`config.mk`:
```
export PLATFORM = sky130hd
export DESIGN_NAME = prog_bin_counter
export DESIGN_NICKNAME = d
export VERILOG_FILES = /design/src/rtl/prog_cnt_pkg.sv /design/src/rtl/prog_cnt_next.sv /design/src/rtl/prog_bin_counter.sv
export SDC_FILE = /design/constraint.sdc
export NUM_CORES = 1
export LEC_CHECK = 0
export BUFFER_PORTS_ARGS = -buffer_cell sky130_fd_sc_hd__buf_4
export CORE_AREA = 3 3 91 93
export DETAILED_ROUTE_END_ITERATION = 10
export DIE_AREA = 0 0 94 96
export GPL_TIMING_DRIVEN = 0
export PLACE_DENSITY = 0.78
export SYNTH_ARGS = -nofsm -noshare
export SYNTH_HDL_FRONTEND = slang
export SYNTH_SLANG_ARGS = --single-unit
```
`constraint.sdc`:
```
create_clock -name clk -period 3.98 [get_ports clk]
set_clock_uncertainty 0.2 [all_clocks]
set_input_delay 0.796 -clock clk [delete_from_list [all_inputs] [get_ports clk]]
set_output_delay 0.796 -clock clk [all_outputs]
set_load 0.02 [all_outputs]
```
`src/rtl/prog_cnt_pkg.sv`:
```
// Shared definitions for the programmable binary counter: end-of-range
// modes and the two-state run/done FSM encoding.
package prog_cnt_pkg;

  typedef enum logic [1:0] {
    MODE_WRAP    = 2'b00,
    MODE_SAT     = 2'b01,
    MODE_ONESHOT = 2'b10,
    MODE_RSVD    = 2'b11
  } mode_e;

  typedef enum logic {
    ST_RUN  = 1'b0,
    ST_DONE = 1'b1
  } state_e;

endpackage

```
`src/rtl/prog_cnt_next.sv`:
```
// Combinational next-value calculator for one counting step. It assumes
// the bounds are consistent (lo <= hi) and that s is already nonzero;
// the caller decides whether the result is actually taken.
module prog_cnt_next
  import prog_cnt_pkg::*;
#(
  parameter int N      = 8,
  parameter int STEP_W = 4
) (
  input  logic [N-1:0]      q,
  input  logic [N-1:0]      lo,
  input  logic [N-1:0]      hi,
  input  logic [STEP_W-1:0] s,
  input  logic              up,
  input  logic [1:0]        mode,
  output logic [N-1:0]      nxt_q,
  output logic              wrap_evt,
  output logic              done_evt
);

  // Arithmetic width wide enough for both q and s plus one carry/borrow bit.
  localparam int W = ((N > STEP_W) ? N : STEP_W) + 1;

  mode_e mode_sel;
  assign mode_sel = mode_e'(mode);

  // Out-of-range snap, in-range step, or the end-of-range rule.
  always_comb begin
    // NOTE: every output gets a default first so no path can infer a latch.
    nxt_q    = q;
    wrap_evt = 1'b0;
    done_evt = 1'b0;
    if ((q < lo) || (q > hi)) begin
      nxt_q = up ? lo : hi;
    end else if (up) begin
      // When the sum fits under hi, s < 2**N so the N-bit add is exact.
      if ((W'(q) + W'(s)) <= W'(hi)) begin
        nxt_q = q + N'(s);
      end else begin
        unique case (mode_sel)
          MODE_SAT:     nxt_q = hi;
          MODE_ONESHOT: begin nxt_q = hi; done_evt = 1'b1; end
          default:      begin nxt_q = lo; wrap_evt = 1'b1; end
        endcase
      end
    end else begin
      // No borrow means s <= q, so the N-bit subtract is exact.
      if ((W'(s) <= W'(q)) && ((W'(q) - W'(s)) >= W'(lo))) begin
        nxt_q = q - N'(s);
      end else begin
        unique case (mode_sel)
          MODE_SAT:     nxt_q = lo;
          MODE_ONESHOT: begin nxt_q = lo; done_evt = 1'b1; end
          default:      begin nxt_q = hi; wrap_evt = 1'b1; end
        endcase
      end
    end
  end

endmodule

```
`src/rtl/prog_bin_counter.sv`:
```
// Programmable up/down binary counter with bounds, step size, wrap /
// saturate / one-shot end-of-range modes, compare match and wrap pulse.
module prog_bin_counter
  import prog_cnt_pkg::*;
#(
  parameter int N      = 8,
  parameter int STEP_W = 4
) (
  input  logic              clk,
  input  logic              rst,
  input  logic              syn_clr,
  input  logic              load,
  input  logic              en,
  input  logic              up,
  input  logic [N-1:0]      d,
  input  logic [N-1:0]      lo,
  input  logic [N-1:0]      hi,
  input  logic [STEP_W-1:0] step,
  input  logic [1:0]        mode,
  input  logic [N-1:0]      cmp,
  output logic [N-1:0]      q,
  output logic              max_tick,
  output logic              min_tick,
  output logic              cmp_match,
  output logic              wrap_pulse,
  output logic              done,
  output logic              cfg_err
);

  state_e              state, state_nxt;
  logic [STEP_W-1:0]   s;
  logic [N-1:0]        ld_val;
  logic [N-1:0]        nxt_q;
  logic                wrap_evt;
  logic                done_evt;
  logic                count_go;

  // A zero step would stall the counter, so it counts as one.
  assign s = (step == '0) ? STEP_W'(1) : step;

  assign cfg_err   = (lo > hi);
  assign max_tick  = (q == hi);
  assign min_tick  = (q == lo);
  assign cmp_match = (q == cmp);

  // With inconsistent bounds there is no sane clamp range, so d goes in raw.
  assign ld_val = cfg_err    ? d  :
                  (d < lo)   ? lo :
                  (d > hi)   ? hi : d;

  // Counting only happens when enabled, configured sanely and not finished.
  assign count_go = en && !cfg_err && (state == ST_RUN);

  prog_cnt_next #(
    .N      (N),
    .STEP_W (STEP_W)
  ) u_next (
    .q        (q),
    .lo       (lo),
    .hi       (hi),
    .s        (s),
    .up       (up),
    .mode     (mode),
    .nxt_q    (nxt_q),
    .wrap_evt (wrap_evt),
    .done_evt (done_evt)
  );

  // Counter value register with clear > load > count priority.
  always_ff @(posedge clk or posedge rst) begin
    // NOTE: sequential state uses non-blocking assignments only.
    if (rst) begin
      q <= '0;
    end else if (syn_clr) begin
      q <= lo;
    end else if (load) begin
      q <= ld_val;
    end else if (count_go) begin
      q <= nxt_q;
    end
  end

  // Wrap pulse is high only in the cycle the wrapped value lands on q.
  always_ff @(posedge clk or posedge rst) begin
    if (rst) begin
      wrap_pulse <= 1'b0;
    end else begin
      wrap_pulse <= !syn_clr && !load && count_go && wrap_evt;
    end
  end

  // FSM state register.
  always_ff @(posedge clk or posedge rst) begin
    if (rst) begin
      state <= ST_RUN;
    end else begin
      state <= state_nxt;
    end
  end

  // FSM next state: one-shot overflow finishes, clear or load restarts.
  always_comb begin
    state_nxt = state;
    if (syn_clr || load) begin
      state_nxt = ST_RUN;
    end else if (count_go && done_evt) begin
      state_nxt = ST_DONE;
    end
  end

  // FSM output decode.
  always_comb begin
    done = (state == ST_DONE);
  end

endmodule
```
## Yosys cells after proc, flatten, opt, wreduce, memory -nomap -nowiden

Index checks and enable logic that the tools add are counted.

- Multiplexer cells: 26
- Magnitude comparators: 8
- Bitwise logic cells: 1
- Reductions and logical operators: 16
- Equality and inequality tests: 5
- Add/subtract/negate cells: 4

Operators by type and width:

| cell | number |
|---|---|
| 8-bit 2-to-1 mux | 13 |
| 8-bit == test | 3 |
| 8-bit > comparator | 3 |
| 8-bit < comparator | 2 |
| 1-bit 2-to-1 mux | 12 |
| 8-bit by 4-bit adder with 9-bit output | 1 |
| 9-bit by 8-bit greater-or-equal comparator with 1-bit output | 1 |
| 9-bit by 8-bit <= comparator with 1-bit output | 1 |
| 8-bit by 4-bit subtractor with 9-bit output | 1 |
| 8-bit by 4-bit adder with 8-bit output | 1 |
| 4-bit by 8-bit <= comparator with 1-bit output | 1 |
| 8-bit by 4-bit subtractor with 8-bit output | 1 |
| 1-bit logical AND | 7 |
| 4-bit logical NOT | 1 |
| 4-bit 2-to-1 mux | 1 |
| 1-bit logical NOT | 3 |
| 3-bit nonzero test | 1 |
| 2-bit by 1-bit == test with 1-bit output (second input constant) | 1 |
| 2-bit == test (second input constant) | 1 |
| 1-bit logical OR | 2 |
| 2-bit nonzero test | 1 |
| 2-bit OR reduction | 1 |
| 1-bit NOT | 1 |

- Bits in registers: 10
- Output and inout bits: 14
- Logic and storage cells: 63

## Depth between registers and ports, before layout

- Depth after elaboration: 11
- Depth in mapped cells: 17
- Mapped depth without buffers: 17

## Cells and area by module

Synthesis repeated with hierarchy kept, for this count alone.

- Cells, all modules: 453
- Area, all modules: 3584.7 µm²

Modules (own cells, without submodules):

| module | sequential area each (µm²) | times used | area each (µm²) | cells an instance |
|---|---|---|---|---|
| prog_bin_counter | 250.2 | 1 | 1815.5 | 237 |
| prog_cnt_next | 0.0 | 1 | 1769.2 | 216 |

## Worst setup path after synthesis

Ideal clock, no wire load.

- Path kind: input -> register
- Start: input port step[1]
- End: register q[5]
- Path buffers: 0
- Data arrival time: 4.023 ns
- Stages on the path: 16
- Slack: -0.373 ns
- Library setup time: 0.131 ns
- Cells stage by stage: inv_1 a31o_2 ha_1 inv_1 fa_1 or2_1 a221oi_2 xor2_1 ha_1 nand4_1 a21oi_1 o41a_1 nor2_4 mux2_2 a211oi_1 o31ai_1

- Cells in the longest elaborated chain, start to end: 11

Ends and longest elaborated chain:

| item | RTL line | text |
|---|---|---|
| start: declaration | prog_bin_counter.sv:18 | `input logic [STEP_W-1:0] step,` |
| 4-bit logical NOT | prog_bin_counter.sv:39 | `assign s = (step == '0) ? STEP_W'(1) : step;` |
| 4-bit 2-to-1 mux * | prog_bin_counter.sv:39 |  |
| 8-bit by 4-bit subtractor with 9-bit output | prog_cnt_next.sv:48 | `if ((W'(s) <= W'(q)) && ((W'(q) - W'(s)) >= W'(lo))) begin` |
| 9-bit by 8-bit greater-or-equal comparator with 1-bit output | prog_cnt_next.sv:48 |  |
| 1-bit logical AND | prog_cnt_next.sv:48 |  |
| 8-bit 2-to-1 mux | prog_cnt_next.sv:48 |  |
| 8-bit 2-to-1 mux * | prog_cnt_next.sv:35 | `end else if (up) begin` |
| 8-bit 2-to-1 mux * | prog_cnt_next.sv:33 | `if ((q < lo) \|\| (q > hi)) begin` |
| 8-bit 2-to-1 mux * | prog_bin_counter.sv:78 | `end else if (count_go) begin` |
| 8-bit 2-to-1 mux * | prog_bin_counter.sv:76 | `end else if (load) begin` |
| 8-bit 2-to-1 mux * | prog_bin_counter.sv:74 | `end else if (syn_clr) begin` |
| end signal: assignment | prog_bin_counter.sv:75 | `q <= lo;` |
| end signal: assignment | prog_bin_counter.sv:77 | `q <= ld_val;` |
| end signal: assignment | prog_bin_counter.sv:79 | `q <= nxt_q;` |
| end: declaration | prog_bin_counter.sv:21 | `output logic [N-1:0] q,` |

Every way passes the cells marked *; elsewhere a longest branch is shown, timed or not. The select of a mux whose other input is x is not followed.
A chain may end at the register's enable or synchronous reset.

## Worst setup path after layout

- Start: input port step[1]
- End: register q[1]

The elaborated chain is that of the path after synthesis.

==> results.json <==
{
  "outcome": "finished, violations left",
  "violations": "negative setup slack",
  "rows": 32,
  "diodes": 0,
  "path_delay_family": "compound AO/OA/AOI/OAI gates",
  "required_ps": 3950,
  "fin_crit_ps": 4316,
  "layout-drive-gt1-share": 0.2829,
  "ys_warn_count": 0,
  "wl_met2_um": 5654,
  "synthDistinctLibCells": 74,
  "period_share": 1.084,
  "drtIter0Drc": 399,
  "switchingPower_uw": 726.2,
  "utilization": 0.5771,
  "p_per_area_mw_per_mm2": 332.2,
  "cts_tree": "yes",
  "synth_area_leaders": "ha_1 24%, dfrtp_1 7.5%, xnor2_1 4.5%, mux2i_1 4.2%, inv_1 3.9%",
  "path_max_fanout": 5,
  "clk_latency_ps": 240,
  "synth-compound-area-share": 0.3189,
  "slew_violations": 0,
  "root_buffer": "clkbuf_8",
  "p_int_uw": 732.3,
  "ys_seq_area_frac": 0.07505,
  "finalPower_mw": 1.459,
  "p_seq_frac": 0.107,
  "fin_nets": 615,
  "syn_nets": 529,
  "critical_path.cell_chain": "buf_12, inv_12, a31o_4, ha_4, inv_2, fa_2, or2_4, a221oi_4, xor2_1, ha_1, nand4_1, a21oi_2, o41a_1, buf_4, o221a_4, a211oi_2, o311ai_1, o21ai_1",
  "synth_most_common_cell": "ha_1",
  "crit_buf_inv": 4,
  "final_cell_area_sq_mm": 0.004390,
  "start_util": 0.4383,
  "placedCellCount": 576,
  "clk_pin_slew_ps": 50,
  "dieArea_sq_mm": 0.009024,
  "critical_path_class": "primary input to register",
  "slew_headroom": 0.2016,
  "wl_um": 12750,
  "wl_met1_um": 5180,
  "critPathSlowestCell": "o41a_1",
  "routed-via-count": 4012,
  "synthAdderAreaFrac": 0.2559,
  "io_buffers": 56,
  "drc_errors": 0,
  "hold_class": "primary input to async pin",
  "syn_avg_cell_area_sq_um": 7.977,
  "cts_sinks": 10,
  "async_reset_ff_frac": 1.000,
  "hold_viol_final": 0,
  "end_kind": "register",
  "synth_top_family_by_area": "compound AO/OA/AOI/OAI gates",
  "start_kind": "primary input",
  "wl_per_cell_um": 21.10,
  "grt_pass1_wl_um": 19510,
  "synth-simple-area-share": 0.1666,
  "syn-cell-area_sq_mm": 0.003334,
  "critPathArrivalTime_ps": 4280,
  "fmax_mhz": 231.7,
  "rsz0062_at_grt": "yes",
  "placed_area_sq_mm": 0.003965,
  "finalSetupTns_ps": -2542,
  "synthTopCellsByCount": "65 x ha_1, 35 x inv_1, 25 x a21oi_1",
  "combPwrFrac": 0.816,
  "grt_overflow": 0,
  "ys_ff_latch": 10,
  "hold_ws_ps": 347.6,
  "dp_hpwl_um": 9566,
  "routabilityCongestion": 0.9523,
  "vdd_drop_max_mv": 0.1818,
  "die-width_um": 94,
  "swShare": 0.4979,
  "grt_usage": 0.2774,
  "first_pass_iters": 8,
  "htreeDepth": 1,
  "yosysTopAreaCellShare": 0.2439,
  "io_pins": 58,
  "synth-xor-area-share": 0.04991,
  "grt_pass1_vias": 3867,
  "drtAntennaViolNets": 0,
  "synth_edf_count": 0,
  "die_h_um": 96,
  "grt_max_degree": 11,
  "top_layer_used": "met4",
  "ys.flop_type": "dfrtp_1",
  "cp_slowest_stage_delay_ps": 510,
  "antenna_found_initial": 0,
  "cts_made_buffers": 3,
  "stdcell_count": 604,
  "clkPwrFrac": 0.077,
  "drv_cap": 0,
  "worstMarginPinSlew_ps": 1194,
  "dpl_worst_slack_ps": -790.1,
  "yosysTopAreaCell": "ha_1",
  "synthMuxAreaShare": 0.04991,
  "p_leak_nw": 1.995,
  "finalSetupViolations": 10,
  "syn2layout_area_growth_pct": 31.67,
  "cts_buffer_depth": 2,
  "wl_met3_um": 1261,
  "via_per_inst": 6.642,
  "fin_ws_ps": -336.2,
  "syn_inst": 418,
  "core_area_sq_mm": 0.007607
}
[layout make-up]
type	count	area [sq um]
buffer	17	146.4
clock buffer	3	41.29
fill	692	3217
inverter	36	165.2
multi-input combinational	355	3004
sequential	10	250.2
tap	102	127.6
timing repair buffer	81	655.6
[registers in the layout, indices dropped and copies added (netlist names)]
register    cells
q               8
done            1
wrap_pulse      1
[placed cells by master, fill, tap and decap left out, drive strengths merged, types with 6 or more instances in the layout]
cell type / n
a31oi: 10
inv: 35
xnor2: 17
nand3: 17
nor2: 21
dfrtp: 10
a21oi: 25
buf: 87
nand2: 23
a221oi: 6
nand4: 11
o21ai: 27
a211oi: 10
o211ai: 10
a22oi: 6
mux2i: 14
ha: 65
clkbuf: 13
nor2b: 7
[worst register-to-register path: stages (launching register included)]
cell and delay [ps]:
dfrtp_1 630, ha_1 320, buf_4 170, or3b_4 420
a31oi_4 160, o21ai_1 100, xnor2_1 300, ha_1 290
nand4_1 160, a21oi_2 60, o41a_1 510, buf_4 190
o221a_4 240, a211oi_2 170, o311ai_1 130, o21ai_1 170
[cells by family after synthesis]
| kind of cell | count (synthesis) |
|---|---|
| xor+xnor | 19 |
| mux | 16 |
| fa+ha+maj | 67 |
| buf+inv | 53 |
| flops | 10 |
| compound gates | 148 |
| simple gates | 105 |
[final timing paths]
| check | depth (start not counted) | slack (ps) | to | from |
|---|---|---|---|---|
| max | 18 | -340 | q[1] | step[1] |
| min | 2 | 350 | q[0] | rst |
| max reg2reg | 15 | -320 | q[1] | q[2] |
| min reg2reg | 1 | 370 | wrap_pulse | done |
| max in group asynchronous | 2 | 2940 | q[1] | rst |
| min in group clk | 1 | 370 | wrap_pulse | done |
[repair_timing]
item,CTS,global route
endpoints found under the hold margin,0,0
setup buffers,21,7
hold buffers,0,0
pin swaps,33,30
endpoints found under the setup margin,10,10
gates resized for setup,30,12
[power groups by stage]
stage,Sequential [mW],Clock [mW],Combinational (mW)
4_1_cts,0.153,0.108,1.11
6_report,0.156,0.112,1.19
5_1_grt,0.157,0.112,1.28
3_3_place_gp,0.154,0,0.917
2_1_floorplan,0.155,0,0.674
3_5_place_dp,0.154,0,0.954
[layer usage]
layer,track usage,up-vias
li1,-,1789
met1,0.3557,1882
met2,0.4370,274
met3,0.07740,67
met4,0.1167,0
met5,0,-
No activity file was read; power rests on OpenSTA's default activity.
